<file path="src/rtl/alu_chunked.sv">
// Multi-cycle ALU: evaluates a WIDTH-bit op CHUNK bits per clock with a registered carry.
// Optional macro ALU_FLAGS_EN registers zero/carry/overflow flags; when undefined the flag outputs are tied low.
module alu_chunked #(
  parameter int WIDTH = 32,
  parameter int CHUNK = 8
) (
  input  logic             clk,
  input  logic             rst,
  input  logic             in_valid,
  output logic             in_ready,
  input  logic [WIDTH-1:0] a,
  input  logic [WIDTH-1:0] b,
  input  logic [3:0]       op,
  output logic             out_valid,
  input  logic             out_ready,
  output logic [WIDTH-1:0] result,
  output logic             flag_zero,
  output logic             flag_carry,
  output logic             flag_ovf,
  output logic [1:0]       o_dbg_state
);

  // Handshake: a transfer happens on an edge where valid && ready; in_ready is high
  // only in IDLE, out_valid only in DONE, and DONE holds until out_ready.
  localparam int N    = WIDTH / CHUNK;
  localparam int IDXW = (N > 1) ? $clog2(N) : 1;

  localparam logic [3:0] OP_AND = 4'b0000;
  localparam logic [3:0] OP_OR  = 4'b0001;
  localparam logic [3:0] OP_ADD = 4'b0010;
  localparam logic [3:0] OP_SUB = 4'b0110;
  localparam logic [3:0] OP_XOR = 4'b0100;
  localparam logic [3:0] OP_SLT = 4'b0111;
  localparam logic [3:0] OP_NOR = 4'b1100;

  typedef enum logic [1:0] {
    S_IDLE = 2'd0,
    S_BUSY = 2'd1,
    S_DONE = 2'd2
  } state_t;

  state_t            r_state;
  state_t            w_state_next;
  logic [WIDTH-1:0]  r_a;
  logic [WIDTH-1:0]  r_b;
  logic [3:0]        r_op;
  logic              r_carry;
  logic [IDXW-1:0]   r_idx;
  logic [WIDTH-1:0]  r_work;
  logic [WIDTH-1:0]  r_result;

  logic              w_accept;
  logic              w_last;
  logic              w_sub_in;
  logic [CHUNK-1:0]  w_a_ch;
  logic [CHUNK-1:0]  w_b_ch;
  logic [CHUNK:0]    w_add;
  logic              w_cout;
  logic              w_cin_msb;
  logic              w_ovf;
  logic [CHUNK-1:0]  w_chunk_val;
  logic [WIDTH-1:0]  w_work_next;
  logic [WIDTH-1:0]  w_final;

  assign in_ready    = (r_state == S_IDLE);
  assign out_valid   = (r_state == S_DONE);
  assign result      = r_result;
  assign o_dbg_state = r_state;

  assign w_accept = in_valid && in_ready;
  assign w_last   = (r_state == S_BUSY) && (r_idx == IDXW'(N - 1));
  assign w_sub_in = (op == OP_SUB) || (op == OP_SLT);

  assign w_a_ch    = r_a[r_idx*CHUNK +: CHUNK];
  assign w_b_ch    = r_b[r_idx*CHUNK +: CHUNK];
  assign w_add     = {1'b0, w_a_ch} + {1'b0, w_b_ch} + {{CHUNK{1'b0}}, r_carry};
  assign w_cout    = w_add[CHUNK];
  // Sum MSB is a ^ b ^ carry-in, so the carry into the top bit falls out by re-xoring.
  assign w_cin_msb = w_a_ch[CHUNK-1] ^ w_b_ch[CHUNK-1] ^ w_add[CHUNK-1];
  assign w_ovf     = w_cin_msb ^ w_cout;

  always_ff @(posedge clk) begin
    if (rst) r_state <= S_IDLE;
    else     r_state <= w_state_next;
  end

  always_comb begin
    w_state_next = r_state;
    case (r_state)
      S_IDLE: if (w_accept) w_state_next = S_BUSY;
      S_BUSY: if (w_last) w_state_next = S_DONE;
      S_DONE: if (out_ready) w_state_next = S_IDLE;
      default: w_state_next = S_IDLE;
    endcase
  end

  always_comb begin
    w_chunk_val = '0;
    case (r_op)
      OP_AND:                 w_chunk_val = w_a_ch & w_b_ch;
      OP_OR:                  w_chunk_val = w_a_ch | w_b_ch;
      OP_XOR:                 w_chunk_val = w_a_ch ^ w_b_ch;
      OP_NOR:                 w_chunk_val = ~(w_a_ch | w_b_ch);
      OP_ADD, OP_SUB, OP_SLT: w_chunk_val = w_add[CHUNK-1:0];
      default:                w_chunk_val = '0;
    endcase
  end

  always_comb begin
    w_work_next = r_work;
    w_work_next[r_idx*CHUNK +: CHUNK] = w_chunk_val;
  end

  always_comb begin
    w_final = w_work_next;
    if (r_op == OP_SLT) w_final = {{(WIDTH-1){1'b0}}, w_work_next[WIDTH-1] ^ w_ovf};
  end

  always_ff @(posedge clk) begin
    if (rst) begin
      r_a      <= '0;
      r_b      <= '0;
      r_op     <= '0;
      r_carry  <= 1'b0;
      r_idx    <= '0;
      r_work   <= '0;
      r_result <= '0;
    end else if (w_accept) begin
      r_a     <= a;
      r_b     <= w_sub_in ? ~b : b;
      r_op    <= op;
      r_carry <= w_sub_in;
      r_idx   <= '0;
    end else if (r_state == S_BUSY) begin
      r_work  <= w_work_next;
      r_carry <= w_cout;
      if (w_last) begin
        r_idx    <= '0;
        r_result <= w_final;
      end else begin
        r_idx <= r_idx + IDXW'(1);
      end
    end
  end

`ifdef ALU_FLAGS_EN
  logic r_zero;
  logic r_cflag;
  logic r_oflag;
  logic w_arith;
  logic w_legal;

  assign w_arith = (r_op == OP_ADD) || (r_op == OP_SUB) || (r_op == OP_SLT);
  assign w_legal = w_arith || (r_op == OP_AND) || (r_op == OP_OR) ||
                   (r_op == OP_XOR) || (r_op == OP_NOR);

  always_ff @(posedge clk) begin
    if (rst) begin
      r_zero  <= 1'b0;
      r_cflag <= 1'b0;
      r_oflag <= 1'b0;
    end else if (w_last) begin
      r_zero  <= w_legal && (w_final == '0);
      r_cflag <= w_arith && w_cout;
      r_oflag <= w_arith && w_ovf;
    end
  end

  assign flag_zero  = r_zero;
  assign flag_carry = r_cflag;
  assign flag_ovf   = r_oflag;
`else
  assign flag_zero  = 1'b0;
  assign flag_carry = 1'b0;
  assign flag_ovf   = 1'b0;
`endif

endmodule

</file>
<file path="config.mk">
export PLATFORM = sky130hd
export DESIGN_NAME = alu_chunked
export DESIGN_NICKNAME = d
export VERILOG_FILES = /design/src/rtl/alu_chunked.sv
export SDC_FILE = /design/constraint.sdc
export NUM_CORES = 1
export LEC_CHECK = 0
export CAP_MARGIN = 20
export CORE_UTILIZATION = 57
export CTS_CLUSTER_DIAMETER = 100
export CTS_CLUSTER_SIZE = 16
export DETAILED_ROUTE_END_ITERATION = 6
export GPL_ROUTABILITY_DRIVEN = 0
export HOLD_SLACK_MARGIN = 0.08
export PLACE_DENSITY = 0.95
export SYNTH_ARGS = -nofsm -noshare
export SYNTH_HDL_FRONTEND = slang
export SYNTH_SLANG_ARGS = --single-unit
</file>
<file path="constraint.sdc">
create_clock -name clk -period 8 [get_ports clk]
set_input_delay 2.4 -clock clk [delete_from_list [all_inputs] [get_ports clk]]
set_output_delay 2.4 -clock clk [all_outputs]
set_load 0.01 [all_outputs]
</file>
# == Word level (Yosys, flattened, before mapping) ==
# Index checks and enable logic that the tools add are counted.
# word_totals
inputBits,72
wordCells,62
ff_bits,137
output_inout_bits,39
# classes
reduce_logical,11
mux,11
shifts,4
eq_ne,14
addsub,4
bitwise,10
# ops
op,n
2-to-1 mux 32 bit,2
indexed part select 32 x 6 -> 8 bit,2
case mux 8 bit (5 select lines),1
negation 5 -> 34 bit,1
"variable shift 8 x 34 -> 32 bit, first input constant",1
indexed part select 8 x 34 -> 32 bit,1
bitwise mux 32 bit,1
NOT 32 bit,1
"== test 4 x 3 -> 1 bit, second input constant",5
adder 8 x 8 -> 9 bit,1
adder 9 x 1 -> 9 bit,1
AND 8 bit,1
2-to-1 mux 2 bit,4
NOT 8 bit,1
bitwise OR 8 bit,1
XOR 8 bit,1
case mux 2 bit (3 select lines),1
AND reduction 3 bit,2
"== test 2 bit, second input constant",2
"== test 4 x 1 -> 1 bit, second input constant",1
"== test 4 x 2 -> 1 bit, second input constant",1
"== test 4 bit, second input constant",1
logical NOT 4 bit,1
"inequality test 2 x 1 -> 1 bit, second input constant",2
13 further kinds,18

# == Longest topological paths before layout ==
# Gate-level depths: netlist of the first run.
# depth
word_depth,8
ltp_mapped,12
depth_no_buf,11

# == Worst setup path after synthesis of the first run ==
# Ideal clock, no wire load.
# synth_path
kind,input port to flip-flop
from,input op[3]
to,register r_b[10]
setup_time_ns,0.086
path_slack_ns,4.424
path_stages,5
arrival_ns,3.491
t_required_ns,7.914
n_path_buf,2
path_cell_list,nand3b_1 clkbuf_1 clkbuf_1 xor2_1 a211oi_1
# synth_via
elab_chain_len,3
word_cells_on_any_way,4
classes_between,eq/ne: 2; mux: 1; reduce/logical: 1
# synth_lines
element,line_no,rtl
start: declaration,13,"input logic [3:0] op,"
== test 4 x 3 -> 1 bit,72,assign w_sub_in = (op == OP_SUB) || (op == OP_SLT);
logical OR 1 bit *,72,
2-to-1 mux 32 bit *,130,r_b <= w_sub_in ? ~b : b;
end signal: assignment,130,
end: declaration,45,logic [WIDTH-1:0] r_b;
# Mark *: on every way between the ends. The rest lies on a longest branch, timed or not.
# A chain may end at the register's enable or synchronous reset.

# == Worst setup path after layout of the first run ==
# layout_path
from,"register r_state[1], in the netlist o_dbg_state[1]"
to,output out_valid
# layout_via
elab_chain_len,1
# layout_lines
element,line_no,rtl
start: declaration,42,state_t r_state;
start signal: assignment,84,else r_state <= w_state_next;
== test 2 bit,66,assign out_valid = (r_state == S_DONE);
end: declaration,14,"output logic out_valid,"
# No other way between the ends.

==> summary.txt, run 1 <==
Clocking
  – Cts hold-fix bufs: 0
  – CTS buffer count: 17
  – Clk Latency, worst-skew pair: 0.42 ns
  – CTS root buffer: clkbuf_16
  – Post_cts resized: 0
  – Max Root-Sink Buffers: 2
  – CTS tree: done
  – Clock Pin Slew Worst Setup and Hold Paths: 0.06 ns
  – Total number of H-tree levels: 4
  – Clk sink count: 130
  – Buffer count from post-CTS setup fixing: 0

Route
  – Final ANT Viol Nets: 0
  – Iteration-0 DRC Markers: 777
  – Vias/cell: 6.41
  – Routed vias: 6250
  – DRC: 2
  – Wire per inst: 19.4 um
  – Initial DRT Pass Iterations: 7
  – WL final: 18.9 mm

Critical path
  – Worst reg2reg path depth: 11
  – Setup crit end: out_valid
  – Reg2reg start: r_idx[0]$_SDFFE_PP0P_
  – Worst setup startpoint: o_dbg_state[1]$_SDFFE_PP0P_
  – Worst Setup End Kind: output port
  – R2r endpoint: result[23]$_SDFFE_PP0P_
  – Crit path required time: 5.60 ns
  – Arrival @ worst endpoint: 1.73 ns
  – CP Class: reg2out
  – R2R Setup Slk: 4.21 ns
  – Critical Path Source Type: register
  – Crit-path max FO: 5

Final layout
  – Fin cells: 975
  – Final instance area: 8170 sq um
  – # diodes: 0
  – Final Net Count: 917
  – Ratio of cells with drive above 1 in the final layout: 8.26%
  – Most frequent cells in the layout: dfxtp_1 (130), nand2_1 (111), clkdlybuf4s50_1 (106), nor2_1 (82), a21oi_1 (60)
  – Layout area overhead: 26.1%
  – Most common cell after layout, fill and taps aside: dfxtp_1

Place
  – Post-Place Cells: 942
  – Area after DPL: 7540 sq um
  – Hpwl dp: 11.1 mm
  – Pre-CTS setup slack: 3.77 ns
  – Port Buf Inserts: 107

Die
  – Core box area: 10900 sq um
  – IO Count: 111
  – Rows: 38
  – Die H: 109 um
  – Die ar.: 11800 sq um
  – Die W: 109 um
  – Initial Util: 59.2%

Pwr
  – PwrDens: 216 nW/um^2
  – P_leak: 2.97 nW
  – VDD IR-drop max: 119 uV

Logic synthesis
  – Sequential fraction of the synthesis area: 40.2%
  – Ys async rst share: 0%
  – Mux contribution to synthesized area: 6.18%
  – Yosys warnings: 0
  – Synth Area in Compound Gates: 22.9%
  – Number of flops mapped to enable cells by yosys: 0
  – Post-synthesis sequential element count: 130
  – Post-synthesis cell area: 6480 sq um
  – Synth unique cells: 58
  – Post-Syn Instances: 745
  – Synth Area in Adders: 4.67%
  – Post-synth top flop: dfxtp_1
  – Mean Syn Cell Area: 8.70 sq um
  – Synth Area in Simple Gates: 16.1%
  – Largest family of logic cells by synthesized area: compound AO/OA/AOI/OAI gates
  – Area share of xor/xnor cells in the synthesized design: 4.60%

Timing
  – Setup-failing EPs final: 0
  – Layout Skew: 0.00679 ns
  – Worst-Margin Slew: 1.06 ns
  – RSZ-0062 raised after global routing: no
  – Final Max Tran Viols: 0
  – Slew HR: 29.0%
  – Setup TNS: 0 ns
  – Final period util: 51.7%
  – Final WS setup: 3.87 ns
  – Crit path time final: 4.13 ns
  – Final hold vios: 0
  – Achievable frequency: 242 MHz
  – Fin Hold WS: 0.457 ns

Outcome
  – Failing checks: DRC
  – Status: finished, violations left

Global route
  – Total global routing overflow: 0
  – GRT Util Overall: 33.7%
  – Antenna violations before repair: 0
  – First-pass GRT wire length: 30.5 mm
  – Vias in the first global route: 6244
  – Largest net degree at the start of global routing: 103

Min path
  – HP Class: reg2reg

Flow run
  – Max Cap Viol: 0
==> routing by layer <==
| layer | GRT usage, % | routed length [um] | vias to the layer above |
|---|---|---|---|
| li1 | - | - | 2795 |
| met1 | 41.3 | 7240 | 2923 |
| met2 | 53.4 | 8950 | 432 |
| met3 | 8.55 | 1720 | 100 |
| met4 | 20.1 | 977 | 0 |
| met5 | 0 | 0 | - |
==> critical path: stages (launching register included) <==
cell	delay [ns]
dfxtp_1	0.53
nor2b_1	0.23
clkdlybuf4s50_1	0.55
==> synth_stat cells, types with 4 or more instances <==
library cell,instances,share of area (%)
and3_1,5,0.48
a211oi_1,32,3.7
clkbuf_1,49,2.8
o31ai_1,4,0.46
a22oi_1,29,3.4
nand2b_1,6,0.58
nand2_1,111,6.4
buf_2,5,0.39
a22o_1,26,3.5
ha_1,21,4.1
nor2_1,82,4.8
xor2_1,33,4.5
o21ai_0,11,0.85
dfxtp_1,130,40
nor2b_1,5,0.48
mux2i_1,4,0.62
o22ai_1,6,0.58
mux4_2,16,5.6
a21oi_1,60,4.6
a32oi_1,7,0.95
nor3_1,8,0.62
inv_1,26,1.5
nand3_1,12,0.93
and2_1,5,0.48
==> registers in the layout (all words and copies together) (netlist names) <==
register	cells
r_op	4
r_a	32
r_carry	1
r_idx	2
r_b	32
result	32
r_work	25
o_dbg_state	2
==> worst min path at each step <==
stage | end | cells after the start | slack (ns) | start
2_1_floorplan | r_a[16]$_SDFFE_PP0P_ | 2 | 0.43 | r_a[16]$_SDFFE_PP0P_
3_3_place_gp | r_a[30]$_SDFFE_PP0P_ | 2 | 0.44 | r_a[30]$_SDFFE_PP0P_
3_5_place_dp | r_a[16]$_SDFFE_PP0P_ | 2 | 0.45 | r_a[16]$_SDFFE_PP0P_
4_1_cts | r_a[20]$_SDFFE_PP0P_ | 2 | 0.46 | r_a[20]$_SDFFE_PP0P_
5_1_grt | r_work[8]$_SDFFE_PP0P_ | 2 | 0.47 | r_work[8]$_SDFFE_PP0P_
6_report | r_a[20]$_SDFFE_PP0P_ | 2 | 0.46 | r_a[20]$_SDFFE_PP0P_
==> logic make-up (layout without fill, tap and decap cells) <==
group,count (synthesis),in the layout
AO/OA/AOI/OAI,205,205
adder cells (fa/ha/maj),23,23
flip-flops,130,130
buffers and inverters,87,175
other,1,3
XOR/XNOR,34,34
AND/OR/NAND/NOR,245,245
multiplexers,20,20
==> report_power, final <==
group | internal (W) | switching [W] | total [W]
clock network | 0.000502 | 0.000309 | 0.000811
registers | 0.000677 | 0.0000238 | 0.000701
logic | 0.000107 | 0.000148 | 0.000255
total | 0.00129 | 0.000481 | 0.00177
==> layout make-up <==
class                           instances  area, sq um
Multi-Input combinational cell        530         3540
Fill cell                             691         2770
Sequential cell                       130         2600
Timing Repair Buffer                  115         1130
Clock buffer                           18          439
Clock inverter                         14          178
Tap cell                              140          175
Inverter                               28          105
==> stage by stage <==
step | total power (W) | utilization (%)
2_1_floorplan | 0.000869 | -
3_3_place_gp | 0.000941 | 69.0
3_5_place_dp | 0.000950 | 69.0
4_1_cts | 0.00176 | 74.6
5_1_grt | 0.00182 | 74.7
6_report | 0.00177 | 74.7
(Power assumes the default switching activity.)
==> run 2, diff against run 1 <==
--- a/config.mk
+++ b/config.mk
@@ -6,13 +6,13 @@
 export NUM_CORES = 1
 export LEC_CHECK = 0
 export CAP_MARGIN = 20
-export CORE_UTILIZATION = 57
+export CORE_UTILIZATION = 53
 export CTS_CLUSTER_DIAMETER = 100
 export CTS_CLUSTER_SIZE = 16
 export DETAILED_ROUTE_END_ITERATION = 6
 export GPL_ROUTABILITY_DRIVEN = 0
 export HOLD_SLACK_MARGIN = 0.08
-export PLACE_DENSITY = 0.95
+export PLACE_DENSITY = 0.9
 export SYNTH_ARGS = -nofsm -noshare
 export SYNTH_HDL_FRONTEND = slang
 export SYNTH_SLANG_ARGS = --single-unit
==> constraint.sdc (replaced) <==
create_clock -name clk -period 3.9 [get_ports clk]
set_input_delay 1.17 -clock clk [delete_from_list [all_inputs] [get_ports clk]]
set_output_delay 1.17 -clock clk [all_outputs]
set_load 0.01 [all_outputs]
==> summary.txt, run 2 (synthesis gave the netlist of run 1 again) <==
Outcome
  – Status: completed

Critical path
  – Crit-path max FO: 10 (+5)
  – Largest delay share family, worst path: compound AO/OA/AOI/OAI gates
  – CP Class: reg2reg
  – Slowest cell on the critical path: dfxtp_1
  – Arrival @ worst endpoint: 3.92 ns (+2.19 ns)
  – Critical Path Source Type: register
  – CP bufs+invs: 1 (unchanged)
  – Worst Setup End Kind: register
  – Crit-path max cell delay: 0.71 ns (+0.16 ns)
  – Critical path, cell by cell: mux4_2 > inv_1 > ha_1 > and2_1 > a221o_1 > a221oi_4 > or3_1 > o211ai_2 > a22o_1 > a22o_1
  – Crit path required time: 4.21 ns (-1.39 ns)
  – Most frequent CP cell: a22o_1

Clocking
  – Total number of H-tree levels: 4 (unchanged)
  – CTS root buffer: clkbuf_16
  – Clk sink count: 130 (unchanged)
  – CTS tree: done
  – CTS buffer count: 17 (unchanged)
  – Clock Pin Slew Worst Setup and Hold Paths: 0.06 ns (about the same)
  – Max Root-Sink Buffers: 2 (unchanged)
  – Buffer count from post-CTS setup fixing: 0 (unchanged)
  – Clk Latency, worst-skew pair: 0.42 ns (about the same)

Timing
  – Final Max Tran Viols: 0 (unchanged)
  – Worst-Margin Slew: 0.871 ns (-0.192 ns)
  – Setup TNS: 0 ns (unchanged)
  – Slew HR: 42.0% (+13 points)
  – Setup-failing EPs final: 0 (unchanged)
  – Final period util: 92.5%
  – Achievable frequency: 277 MHz
  – Crit path time final: 3.61 ns
  – RSZ-0062 raised after global routing: no
  – Layout Skew: 0.00612 ns (-0.000664 ns)
  – Final hold vios: 0 (unchanged)

Final layout
  – Most frequent cells in the layout: dfxtp_1 (130), nand2_1 (111), clkdlybuf4s50_1 (106), nor2_1 (82), a21oi_1 (60)
  – Final instance area: 8300 sq um (+1.6%)
  – Number of fill cells: 797 (+15%)
  – Final Net Count: 923 (+0.65%)
  – Multi-input gate area: 3550 sq um (+0.21%)
  – Most common cell after layout, fill and taps aside: dfxtp_1
  – # diodes: 0 (unchanged)
  – Layout area overhead: 28.2%
  – Ratio of cells with drive above 1 in the final layout: 9.04% (+0.77 points)
  – Sequential cell area: 2600 sq um (unchanged)

Global route
  – First-pass GRT wire length: 29.0 mm (-4.8%)
  – Vias in the first global route: 5939 (-4.9%)
  – Largest net degree at the start of global routing: 103 (unchanged)
  – Total global routing overflow: 0 (unchanged)
  – Antenna violations before repair: 0 (unchanged)
  – GRT Util Overall: 29.2% (-4.5 points)

Min path
  – HP Class: reg2reg

Die
  – Core box area: 12000 sq um (+9.4%)
  – Rows: 40 (+5.3%)
  – Die W: 113 um (+3.6%)
  – Die ar.: 12700 sq um (+7.4%)
  – Initial Util: 54.2% (-5.1 points)
  – Die H: 113 um (+3.6%)
  – IO Count: 111 (unchanged)

Route
  – Wire per inst: 18.2 um (-6.2%)
  – WL final: 17.9 mm (-5.0%)
  – Routed vias: 6040 (-3.4%)
  – DRC: 0 (-2)
  – Vias/cell: 6.11 (-4.6%)
  – Initial DRT Pass Iterations: 6 (-1)
  – Iteration-0 DRC Markers: 591 (-24%)
  – Final ANT Viol Nets: 0 (unchanged)

Pwr
  – P_leak: 3.04 nW (+2.4%)
  – Final total power: 0.00376 W (+110%)
  – VDD IR-drop max: 305 uV (+160%)
  – PwrDens: 453 nW/um^2 (+110%)

Place
  – Port Buf Inserts: 107 (unchanged)
  – Hpwl dp: 11.5 mm (+3.4%)
  – Area after DPL: 7620 sq um (+0.98%)

Flow run
  – Max Cap Viol: 0 (unchanged)
-- run 2: changes by cell type in the layout (fill, tap and decap cells not counted), sizes merged --
| cell | before | now |
|---|---|---|
| buf | 9 | 15 |
| bufinv | 3 | 5 |
| clkbuf | 18 | 21 |
| clkinv | 4 | 3 |
| clkinvlp | 4 | 2 |
| inv | 31 | 29 |
-- run 2: where the power goes --
| group | leakage, nW | internal [W] | switching, W |
|---|---|---|---|
| Combinational | 1.66 | 0.000225 | 0.000293 |
| Clock | 0.326 | 0.00121 | 0.000599 |
| Sequential | 1.06 | 0.00139 | 0.0000505 |
| Total | 3.04 | 0.00282 | 0.000942 |
-- run 2: cell type report --
cell class                 count  area share [%]
multi-input combinational    530            42.7
sequential                   130            31.3
timing repair buffer         121            14.3
clock buffer                  21            5.79
clock inverter                11            2.37
tap                          147            2.22
inverter                      28            1.27
-- run 2: tightest hold or removal path, cell delays in order, from the launching register on --
cell     delay (ns)
dfxtp_1        0.31
nand2_1        0.05
a21oi_1        0.05
-- run 2: repair_timing --
item                       CTS  global route
resized for setup            0             1
hold buffers                 0             0
setup endpoints to repair    0             4
-- run 2: final timing paths --
kind	start	cells past startpoint	slack (ns)	end
worst min-delay path	r_work[2]$_SDFFE_PP0P_	2	0.46	r_work[2]$_SDFFE_PP0P_
worst max register to register	r_idx[0]$_SDFFE_PP0P_	10	0.29	result[15]$_SDFFE_PP0P_
worst min register to register	r_work[2]$_SDFFE_PP0P_	2	0.46	r_work[2]$_SDFFE_PP0P_
worst max-delay path	r_idx[0]$_SDFFE_PP0P_	10	0.29	result[15]$_SDFFE_PP0P_
-- run 2: layer usage --
layer  track usage (%)  vias to the layer above  wire length (um)
met3              8.32                       76              1460
met1              34.9                     2849              7120
met4              15.7                        0               793
met2              47.5                      314              8570
li1                  -                     2801                 -
met5                 0                        -                 0
-- run 2: through the flow --
stage                     hold WS (ns)  setup WS, ns  cells  util, %
after floorplan                  0.433         0.345    747        -
after global placement           0.441         0.464    956     63.7
after detailed placement         0.447         0.337    956     63.7
after CTS                        0.457         0.290    988     69.4
after global routing             0.477         0.118    988     69.4
final                            0.457         0.292    988     69.4
